## src/rtl/ham_14_10_pkg.sv

```systemverilog
// ----------------------------------------------------------------------------
// ham_14_10_pkg
//
// Shared definitions for the Hamming(14,10) SEC encoder and decoder.
// Provides:
//   - DATA_W, CODE_W and PAR_W width constants.
//   - data_t and code_t word types.
//   - PARITY_POS: the codeword bit indices that hold parity.
//   - DATA_POS: maps data bit i to its codeword bit index.
//   - parity_mask(): the set of data bits covered by each parity bit.
//   - pos_valid(): checks a 1-based codeword position.
//
// Codeword bit k sits at Hamming position k+1. Parity bits therefore land on
// the power-of-two positions 1, 2, 4 and 8. Parity bit j covers every data
// bit whose Hamming position has bit j set.
// ----------------------------------------------------------------------------
package ham_14_10_pkg;

    localparam int DATA_W = 10;
    localparam int CODE_W = 14;
    localparam int PAR_W  = 4;

    typedef logic [DATA_W-1:0] data_t;
    typedef logic [CODE_W-1:0] code_t;

    localparam int PARITY_POS [PAR_W] = '{0, 1, 3, 7};

    localparam int DATA_POS [DATA_W] = '{2, 4, 5, 6, 8, 9, 10, 11, 12, 13};

    // Data bits that feed parity bit k, derived from the position map.
    // The encoder then cannot drift out of step with the decoder's syndrome.
    function automatic data_t parity_mask(input int k);
        data_t mask;
        mask = '0;
        for (int i = 0; i < DATA_W; i++) begin
            if ((((DATA_POS[i] + 1) >> k) & 1) != 0) begin
                mask = mask | (data_t'(1) << i);
            end
        end
        return mask;
    endfunction

    // Only positions 1..CODE_W name a real codeword bit.
    function automatic logic pos_valid(input logic [3:0] pos);
        return (pos != 4'd0) && (pos <= 4'(CODE_W));
    endfunction

endpackage

```

## src/rtl/ham_enc_stream_14_10_if.sv

```systemverilog
// ----------------------------------------------------------------------------
// ham_enc_stream_14_10_if
//
// Streaming handshake bundle for the Hamming(14,10) encoder.
//   in_valid  / in_ready  / in_data  : 10-bit data words into the encoder
//   out_valid / out_ready / out_code : 14-bit codewords out of the encoder
//
// Modports:
//   slave  : the encoder's view (consumes in_*, produces out_*)
//   master : the producer/consumer environment around the encoder
// ----------------------------------------------------------------------------
interface ham_enc_stream_14_10_if;
    import ham_14_10_pkg::*;

    logic  in_valid;
    logic  in_ready;
    data_t in_data;
    logic  out_valid;
    logic  out_ready;
    code_t out_code;

    modport master (
        output in_valid,
        output in_data,
        output out_ready,
        input  in_ready,
        input  out_valid,
        input  out_code
    );

    modport slave (
        input  in_valid,
        input  in_data,
        input  out_ready,
        output in_ready,
        output out_valid,
        output out_code
    );

endinterface

```

## src/rtl/ham_enc_14_10_core.sv

```systemverilog
// ----------------------------------------------------------------------------
// ham_enc_14_10_core
//
// Purely combinational Hamming(14,10) encode of one data word.
// Ports:
//   data  in  10  data word d[9:0]
//   code  out 14  unflipped codeword c[13:0]
//
// Data bits are scattered to their codeword slots through DATA_POS. Each
// parity slot is the XOR of the data bits that its mask selects.
// ----------------------------------------------------------------------------
module ham_enc_14_10_core
    import ham_14_10_pkg::*;
(
    input  data_t data,
    output code_t code
);

    for (genvar i = 0; i < DATA_W; i++) begin : g_data
        assign code[DATA_POS[i]] = data[i];
    end

    for (genvar k = 0; k < PAR_W; k++) begin : g_parity
        localparam data_t MASK = parity_mask(k);
        assign code[PARITY_POS[k]] = ^(data & MASK);
    end

endmodule

```

## src/rtl/ham_enc_stream_14_10.sv

```systemverilog
// ----------------------------------------------------------------------------
// ham_enc_stream_14_10
//
// Streaming Hamming(14,10) SEC encoder with a 2-entry output FIFO and a
// single-bit error-injection hook for exercising the decoder's correction.
//
// Ports:
//   clk        in   1   clock, rising edge
//   rst        in   1   asynchronous active-high reset
//   en         in   1   block enable; low blocks new input, FIFO still drains
//   strm       if       stream handshake (slave modport): in_* / out_*
//   inj_req    in   1   arm error injection, latches inj_pos
//   inj_pos    in   4   1-based codeword position to flip (1..14)
//   inj_ack    out  1   one-cycle pulse when the armed injection was applied
//   enc_count  out  16  number of words accepted, wraps
// ----------------------------------------------------------------------------
module ham_enc_stream_14_10
    import ham_14_10_pkg::*;
(
    input  logic                   clk,
    input  logic                   rst,
    input  logic                   en,
    ham_enc_stream_14_10_if.slave  strm,
    input  logic                   inj_req,
    input  logic [3:0]             inj_pos,
    output logic                   inj_ack,
    output logic [15:0]            enc_count
);

    code_t       enc_code;
    code_t       flip_mask;
    code_t       store_code;
    code_t       fifo_mem [2];
    logic        rd_ptr;
    logic        wr_ptr;
    logic [1:0]  fifo_cnt;
    logic        armed;
    logic [3:0]  arm_pos;
    logic        accept;
    logic        pop;

    ham_enc_14_10_core u_core (
        .data (strm.in_data),
        .code (enc_code)
    );

    // in_ready depends only on registered state, en and rst. It never looks
    // at out_ready, so no combinational path runs from the consumer back to
    // the producer.
    assign strm.in_ready  = !rst && en && (fifo_cnt != 2'd2);
    assign strm.out_valid = (fifo_cnt != 2'd0);
    assign strm.out_code  = fifo_mem[rd_ptr];

    assign accept = strm.in_valid && strm.in_ready;
    assign pop    = strm.out_valid && strm.out_ready;

    // The flip mask comes from the armed state before this edge. A request
    // arriving with an accept therefore affects the following word only.
    // Out-of-range positions give an empty mask, but they still consume the
    // arm.
    always_comb begin
        flip_mask = '0;
        if (armed && pos_valid(arm_pos)) begin
            flip_mask = code_t'(1) << (arm_pos - 4'd1);
        end
    end

    assign store_code = enc_code ^ flip_mask;

    // Two-entry FIFO built from 1-bit pointers and an occupancy count.
    // The storage is reset as well, so out_code reads zero after reset.
    always_ff @(posedge clk or posedge rst) begin
        if (rst) begin
            fifo_mem[0] <= '0;
            fifo_mem[1] <= '0;
            rd_ptr      <= 1'b0;
            wr_ptr      <= 1'b0;
            fifo_cnt    <= 2'd0;
        end else begin
            if (accept) begin
                fifo_mem[wr_ptr] <= store_code;
                wr_ptr           <= ~wr_ptr;
            end
            if (pop) begin
                rd_ptr <= ~rd_ptr;
            end
            case ({accept, pop})
                2'b10:   fifo_cnt <= fifo_cnt + 2'd1;
                2'b01:   fifo_cnt <= fifo_cnt - 2'd1;
                default: fifo_cnt <= fifo_cnt;
            endcase
        end
    end

    // Injection arm. A new request always wins and overwrites the position.
    // Otherwise an accept consumes the arm. inj_ack is registered, so it
    // rises together with the affected word's entry into the FIFO.
    always_ff @(posedge clk or posedge rst) begin
        if (rst) begin
            armed   <= 1'b0;
            arm_pos <= 4'd0;
            inj_ack <= 1'b0;
        end else begin
            inj_ack <= accept && armed;
            if (inj_req) begin
                armed   <= 1'b1;
                arm_pos <= inj_pos;
            end else if (accept) begin
                armed <= 1'b0;
            end
        end
    end

    // Count of accepted words. It wraps naturally at 16 bits.
    always_ff @(posedge clk or posedge rst) begin
        if (rst) begin
            enc_count <= 16'd0;
        end else if (accept) begin
            enc_count <= enc_count + 16'd1;
        end
    end

endmodule

```

## src/flat_wrapper.sv

```systemverilog
// flat-port wrapper written by rule: the top's interface ports become plain ports
module ham_enc_stream_14_10_flat import ham_14_10_pkg::*;
  (clk, rst, en, inj_req, inj_pos, inj_ack, enc_count, strm_in_valid, strm_in_data, strm_out_ready, strm_in_ready, strm_out_valid, strm_out_code);
  ham_enc_stream_14_10_if strm_i ();
  input  logic clk;
  input  logic rst;
  input  logic en;
  input  logic inj_req;
  input  logic [3:0] inj_pos;
  output logic inj_ack;
  output logic [15:0] enc_count;
  input wire logic [$bits(strm_i.in_valid)-1:0] strm_in_valid;
  input wire logic [$bits(strm_i.in_data)-1:0] strm_in_data;
  input wire logic [$bits(strm_i.out_ready)-1:0] strm_out_ready;
  output wire logic [$bits(strm_i.in_ready)-1:0] strm_in_ready;
  output wire logic [$bits(strm_i.out_valid)-1:0] strm_out_valid;
  output wire logic [$bits(strm_i.out_code)-1:0] strm_out_code;
  assign strm_i.in_valid = strm_in_valid;
  assign strm_i.in_data = strm_in_data;
  assign strm_i.out_ready = strm_out_ready;
  assign strm_in_ready = strm_i.in_ready;
  assign strm_out_valid = strm_i.out_valid;
  assign strm_out_code = strm_i.out_code;
  ham_enc_stream_14_10 u_core (.clk(clk), .rst(rst), .en(en), .strm(strm_i), .inj_req(inj_req), .inj_pos(inj_pos), .inj_ack(inj_ack), .enc_count(enc_count));
endmodule
```

## config.mk

```make
export PLATFORM = sky130hd
export DESIGN_NAME = ham_enc_stream_14_10_flat
export DESIGN_NICKNAME = d
export VERILOG_FILES = /design/src/rtl/ham_14_10_pkg.sv /design/src/rtl/ham_enc_stream_14_10_if.sv /design/src/rtl/ham_enc_14_10_core.sv /design/src/rtl/ham_enc_stream_14_10.sv /design/src/flat_wrapper.sv
export SDC_FILE = /design/constraint.sdc
export NUM_CORES = 1
export LEC_CHECK = 0
export CELL_PAD_IN_SITES_DETAIL_PLACEMENT = 1
export CELL_PAD_IN_SITES_GLOBAL_PLACEMENT = 1
export CORE_UTILIZATION = 42
export DETAILED_ROUTE_END_ITERATION = 10
export GPL_TIMING_DRIVEN = 0
export PLACE_DENSITY = 0.77
export RECOVER_POWER = 100
export SLEW_MARGIN = 20
export SYNTH_ARGS = -nofsm -noshare
export SYNTH_HDL_FRONTEND = slang
export SYNTH_SLANG_ARGS = --single-unit
```

## constraint.sdc

```tcl
create_clock -name clk -period 1.9 [get_ports clk]
set_clock_uncertainty 0.05 [all_clocks]
set_input_delay 0.38 -clock clk [delete_from_list [all_inputs] [get_ports clk]]
set_output_delay 0.38 -clock clk [all_outputs]
set_load 0.01 [all_outputs]
```

==> flow_summary.ini, run 1 <==
[power_and_ir_drop]
swShare_pct = 31.56
power.leakage_nw = 1.655
p_comb_share_pct = 44.9
power_frac_clock_pct = 16.4
peakVddDrop_mv = 0.6632
power.density_nw_per_um2 = 1245
seq_power_share_pct = 38.7
p_switching_mw = 1.483
internal-power_mw = 3.215

[final_layout]
area_delta_synth_final_pct = 33.75
layout-drive-gt1-share_pct = 32.77
nNetsFinal = 317
num_antenna_cells = 0
nFillCells = 650
finalNonFillerCells = 373

[timing]
setup-violations-final = 2
tns_ns = -0.01305
timing.final.ws_setup_ns = -0.01118
max_freq_mhz = 523.2
worst_pin_slew_ns = 1.123
fin_crit_ns = 1.911
hold_violations = 0
relSlewSlack_pct = 25.01
report.final.slew_viol_count = 0
grt_setup_unrepaired = true
timing.hold.ws_ns = 0.4222
fin_crit_sh_pct = 100.6

[clock_tree]
cts.clk_slew.worst_paths_ns = 0.10
cts_max_path_buffers = 2
cts_tree = yes
cts_buffers = 5
cts.sinks = 54
hold_buffers = 0
clock_latency_ns = 0.30
root_buffer = clkbuf_8
cts_max_level = 2

[synth]
syn_nets = 241
ys_ff_latch = 54
synth_warnings = 0
ys.flop_type = dfrtp_1
synth_most_common_cell = dfrtp_1
async_flop_share_pct = 100.0
synthTopCellsByArea = dfrtp_1 (48%), mux2_2 (16%), xnor2_1 (7.8%)
syn_area_per_cell_sq_um = 12.88
netlist_top_cells_count = dfrtp_1 (54), mux2_2 (40), xnor2_1 (25)
synth_largest_area_cell = dfrtp_1
syn-cell-area_sq_um = 2821
syn_inst = 219
ys_types = 33
ys_seq_area_share_pct = 47.89
synth-edff-count = 0
yosysTopAreaCellShare_pct = 47.89

[floorplan]
start_util_pct = 43.93
dieWidth_microns = 83.96
fp.coreArea_sq_um = 6422
rows = 29
die_h_microns = 83.96
die_area_sq_um = 7049
io_pins = 53

[worst_setup_path]
cpLargestDelayFamily = XOR/XNOR gates
cp.depth = 5
cp_max_fo = 3
cpPeakStageDelay_ns = 0.54
cp-end-kind = flip-flop
worstRegToRegCells = 6
arrival_ns = 2.06
crit_type = in2reg
path_buf_inv = 1
cpMaxStageDelayCell = clkdlybuf4s50_1
required_ns = 2.05
cp-start-kind = input pin
cp_cell_sequence = clkdlybuf4s50_1, xnor3_2, xnor2_2, xnor2_1, mux2_2

[status]
status = finished, violations left
violations = DRC, setup timing

[placement]
place_hpwl_mm = 4.375
port_buffers = 52
finalWeightedCongestion = 0.7499
numPlacedInstances = 348

[global_routing]
antenna_found_initial = 0
grt_usage_pct = 18.17
grt_max_degree = 55
grt_pass1_vias = 1984
gr-total-overflow = 0
grt_first_pass_wirelength_mm = 10.08

[routing]
drt-total-wl_mm = 6.178
firstDrtPassIters = 7
vias = 1882
drt-wirelength-per-cell_microns = 16.56
ant_nets = 0
viasPerCell = 5.046
drt_iter0_drc = 51
drc = 4

[min_path]
min_path_cells = 1
hp-class = reg2reg

[flow_run]
maxCapViolCount = 0
cells in the final DEF, fill, tap and decap left out, types with 4 or more instances in the layout:
master / synthesis / layout
nor2_1: 14 / 14
nand2_1: 8 / 8
xnor2_1: 25 / 23
dfrtp_1: 54 / 52
nand4_1: 8 / 8
mux2_2: 40 / 40
mux2_1: 6 / 6
xor2_1: 13 / 13
buf_6: 1 / 8
xnor3_2: 4 / 4
clkdlybuf4s50_1: 0 / 33
clkdlybuf4s15_1: 0 / 7
buf_4: 0 / 15
clkbuf_8: 0 / 5
nor3_1: 5 / 5
nand3_1: 7 / 7
cell type report:
type | instances | area, sq um | share of cell area, %
plain buffers | 5 | 65.06 | 1.724
flip-flops and latches | 54 | 1354 | 35.88
inverters | 6 | 27.53 | 0.7294
clock buffers | 5 | 68.82 | 1.824
well taps | 77 | 96.34 | 2.553
clock inverters | 3 | 45.04 | 1.194
multi-input cells | 153 | 1425 | 37.77
repair buffers | 70 | 691.9 | 18.34
what timing repair did:
action                                  4_1_cts  5_1_grt
endpoints found under the setup margin       32       39
gates cloned                                  0        1
setup buffers                                 4       13
resized for setup                            43       23
pin swaps                                     1        3
hold endpoints to repair                      0        0
stage by stage:
| stage | power [mW] | util [%] | setup slack, ns | instance area, sq um |
|---|---|---|---|---|
| 4_1_cts | 4.521 | 55.97 | 0.003018 | 3595 |
| 6_report | 4.698 | 58.76 | -0.01118 | 3774 |
| 2_1_floorplan | 2.938 | - | 0.1554 | 2821 |
| 3_5_place_dp | 3.788 | 53.57 | -0.6316 | 3441 |
| 3_3_place_gp | 3.717 | 53.54 | -0.9038 | 3438 |
| 5_1_grt | 4.965 | 58.76 | -0.03217 | 3774 |
logic make-up (layout without fill, tap and decap cells):
family	count (synthesis)	in the layout	synth area share [%]
compound gates	1	1	0.2662
xor+xnor	44	44	16.76
fa+ha+maj	2	2	0.8868
buf+inv	12	89	2.439
flops	54	54	47.89
mux	46	46	18.36
simple gates	60	60	13.39
worst register-to-register path, cell delays in order, from the launching register on:
cell and delay, ns:
dfrtp_1 0.40, nor2b_4 0.16, nor3_4 0.24, clkinv_4 0.14, nor2_8 0.19, clkbuf_16 0.18, mux2_2 0.32
path summary, 6_finish.rpt:
| kind | startpoint | end | slack (ns) |
|---|---|---|---|
| worst max-delay path | strm_in_data[6] | u_core.fifo_mem[21] | -0.01 |
| worst min-delay path | u_core.enc_count[15] | u_core.enc_count[15] | 0.42 |
| worst max register to register | u_core.fifo_cnt[1] | u_core.fifo_mem[14] | 0.11 |
| worst min register to register | u_core.enc_count[15] | u_core.enc_count[15] | 0.42 |
| max in group asynchronous | rst | u_core.rd_ptr | 0.57 |
| min in group asynchronous | rst | u_core.fifo_cnt[1] | 0.49 |
sequential cells by signal, indices dropped and copies added (netlist names):
signal	flops
u_core.fifo_mem	28
u_core.arm_pos	4
u_core.fifo_cnt	2
u_core.enc_count	16
u_core.wr_ptr	1
u_core.armed	1
u_core.inj_ack	1
u_core.rd_ptr	1
per-layer routing:
metal	GRT usage [%]	up-vias	wire [microns]
li1	-	904	-
met1	24.61	947	2854
met2	30.70	26	3155
met3	3.363	5	134
met4	3.292	0	33
met5	0	-	0
power groups by stage:
stage / clock network, mW / logic [mW] / registers, mW
floorplan: 0 / 1.17 / 1.77
finish: 0.772 / 2.11 / 1.82
global route: 0.837 / 2.25 / 1.88
global placement: 0 / 1.92 / 1.80
CTS: 0.791 / 1.91 / 1.82
detailed placement: 0 / 1.96 / 1.83
Power figures use the tool's default switching activity.
==> run 2: changes to the inputs <==
--- a/config.mk
+++ b/config.mk
@@ -7,10 +7,12 @@
 export LEC_CHECK = 0
 export CELL_PAD_IN_SITES_DETAIL_PLACEMENT = 1
 export CELL_PAD_IN_SITES_GLOBAL_PLACEMENT = 1
-export CORE_UTILIZATION = 42
+export CORE_UTILIZATION = 43
+export CTS_BUF_LIST = sky130_fd_sc_hd__clkbuf_8
 export DETAILED_ROUTE_END_ITERATION = 10
 export GPL_TIMING_DRIVEN = 0
-export PLACE_DENSITY = 0.77
+export HOLD_SLACK_MARGIN = 0.1
+export PLACE_DENSITY = 0.78
 export RECOVER_POWER = 100
 export SLEW_MARGIN = 20
 export SYNTH_ARGS = -nofsm -noshare
==> flow_summary.ini, run 2 (synthesis results as in run 1) <==
[status]
status = complete, no violations

[power_and_ir_drop]
power.leakage_nw = 1.643
swShare_pct = 33.60
p_switching_mw = 1.468
p_total_mw = 4.369
peakVddDrop_mv = 0.6364
power.density_nw_per_um2 = 1192
p_comb_share_pct = 43.5
seq_power_share_pct = 42.2
power_frac_clock_pct = 14.3
internal-power_mw = 2.901

[global_routing]
grt.busiest_layer = met2
grtUsageMet1_pct = 26.58
grt_usage_pct = 19.06
grt_pass1_vias = 1955
gr-total-overflow = 0
use_met3_pct = 3.082
grt_first_pass_wirelength_mm = 10.52
met2_usage_pct = 31.37
grt_max_degree = 55
antenna_found_initial = 0

[routing]
drt-wirelength-per-cell_microns = 17.11
ant_nets = 0
drt_iter0_drc = 96
drc = 0
vias = 1899
viasPerCell = 5.105
drt-total-wl_mm = 6.365
firstDrtPassIters = 4

[worst_setup_path]
path_buf_inv = 1
r2r-start = u_core.fifo_cnt[1]
cp-start-kind = input pin
cp_cell_sequence = clkdlybuf4s50_1, xnor3_1, xnor2_2, xnor2_1, mux2_2
arrival_ns = 2.01
cp_max_fo = 3
cpLargestDelayFamily = XOR/XNOR gates
crit_type = in2reg
required_ns = 2.03
cp-end-kind = flip-flop
cpPeakStageDelay_ns = 0.57
cpMaxStageDelayCell = clkdlybuf4s50_1
crit_start = strm_in_data[7]

[clock_tree]
cts_buffers = 5
cts_tree = yes
clock_latency_ns = 0.30
cts.clk_slew.worst_paths_ns = 0.10
hold_buffers = 0
cts_max_path_buffers = 2
root_buffer = clkbuf_8
cts_max_level = 2
cts.sinks = 54

[floorplan]
die_area_sq_um = 6890
dieWidth_microns = 83.01
start_util_pct = 44.43
io_pins = 53
die_h_microns = 83.01
fp.coreArea_sq_um = 6350
rows = 29

[final_layout]
most-common-layout-cells = dfrtp_1 (52), mux2_2 (40), clkdlybuf4s50_1 (31)
reg.largest.list = u_core.fifo_mem (28), u_core.enc_count (16), u_core.arm_pos (4)
nNetsFinal = 317
seq_area_sq_um = 1354
nFillCells = 656
final_common_cell = dfrtp_1
num_antenna_cells = 0
area_delta_synth_final_pct = 29.93
layout-drive-gt1-share_pct = 34.92
regMostFlops = u_core.fifo_mem
multiInputGateArea_sq_um = 1425
largest_reg_flops = 28

[min_path]
hp-class = reg2reg
hp-start = u_core.enc_count[15]

[timing]
hold_violations = 0
fin_crit_sh_pct = 98.60
relSlewSlack_pct = 25.84
max_freq_mhz = 533.8
tns_ns = 0
fin_crit_ns = 1.873
setup-violations-final = 0
report.final.slew_viol_count = 0
worst_pin_slew_ns = 1.111

[placement]
place_hpwl_mm = 4.285
finalWeightedCongestion = 0.7563
port_buffers = 52

[flow_run]
maxCapViolCount = 0
==> run 2: cell types whose count changed in the layout (fill, tap and decap cells not counted), sizes merged <==
cell / delta
clkdlybuf4s15: -6
clkbuf: +4
buf: +3
clkdlybuf4s50: -2
dlymetal6s2s: +2
bufinv: -1
clkdlybuf4s25: -1
==> run 2: path summary, 6_finish.rpt <==
| kind | endpoint | slack (ns) | cells after the start |
|---|---|---|---|
| setup / recovery | u_core.fifo_mem[17] | 0.03 | 5 |
| hold / removal | u_core.enc_count[15] | 0.43 | 1 |
| setup reg to reg | u_core.fifo_mem[15] | 0.07 | 6 |
| hold reg to reg | u_core.enc_count[15] | 0.43 | 1 |
| max in group asynchronous | u_core.rd_ptr | 0.58 | 2 |
| min in group asynchronous | u_core.enc_count[6] | 0.47 | 2 |
==> run 2: through the flow <==
step                cells  area [sq um]  util [%]  hold slack [ns]  setup slack [ns]
floorplan             219          2821         -           0.4041            0.1554
global placement      348          3438     54.15           0.4156           -0.9249
detailed placement    348          3441     54.19           0.4203           -0.6422
CTS                   360          3580     56.37           0.3336         0.0003441
global route          372          3666     57.73           0.4501          -0.01338
finish                372          3666     57.73           0.4301           0.02661
==> run 2: repair_timing <==
action	in CTS	in global routing
endpoints found under the setup margin	38	33
setup buffers	5	11
gates cloned	1	1
resized for setup	55	18
pin swaps	1	4
==> run 2: cell type report <==
class                           count  share of cell area, %
Clock inverter                      2                 0.4096
Timing Repair Buffer               70                  16.89
Multi-Input combinational cell    153                  38.87
Sequential cell                    54                  36.93
Tap cell                           77                  2.628
Clock buffer                        5                  1.877
Buffer                              5                  1.638
Inverter                            6                 0.7509
==> run 2: power by group through the flow <==
| stage | Clock, mW | Sequential (mW) | Combinational [mW] |
|---|---|---|---|
| finish | 0.626 | 1.84 | 1.90 |
| floorplan | 0 | 1.77 | 1.17 |
| detailed placement | 0 | 1.83 | 1.95 |
| global placement | 0 | 1.80 | 1.92 |
| CTS | 0.646 | 1.83 | 1.94 |
| global route | 0.680 | 1.90 | 2.06 |
==> run 2: worst reg2reg max path: cells and delay by family (launching register included) <==
kind | cells | cell delay (ns)
buf+inv | 2 | 0.29
flops | 1 | 0.41
mux | 1 | 0.33
simple gates | 3 | 0.63
==> run 2: per-layer routing <==
layer  up-vias  part of all wire [%]
li1        898                     -
met1       959                    45
met2        35                    51
met3         7                   2.7
met4         0                   1.3
met5         -                     0
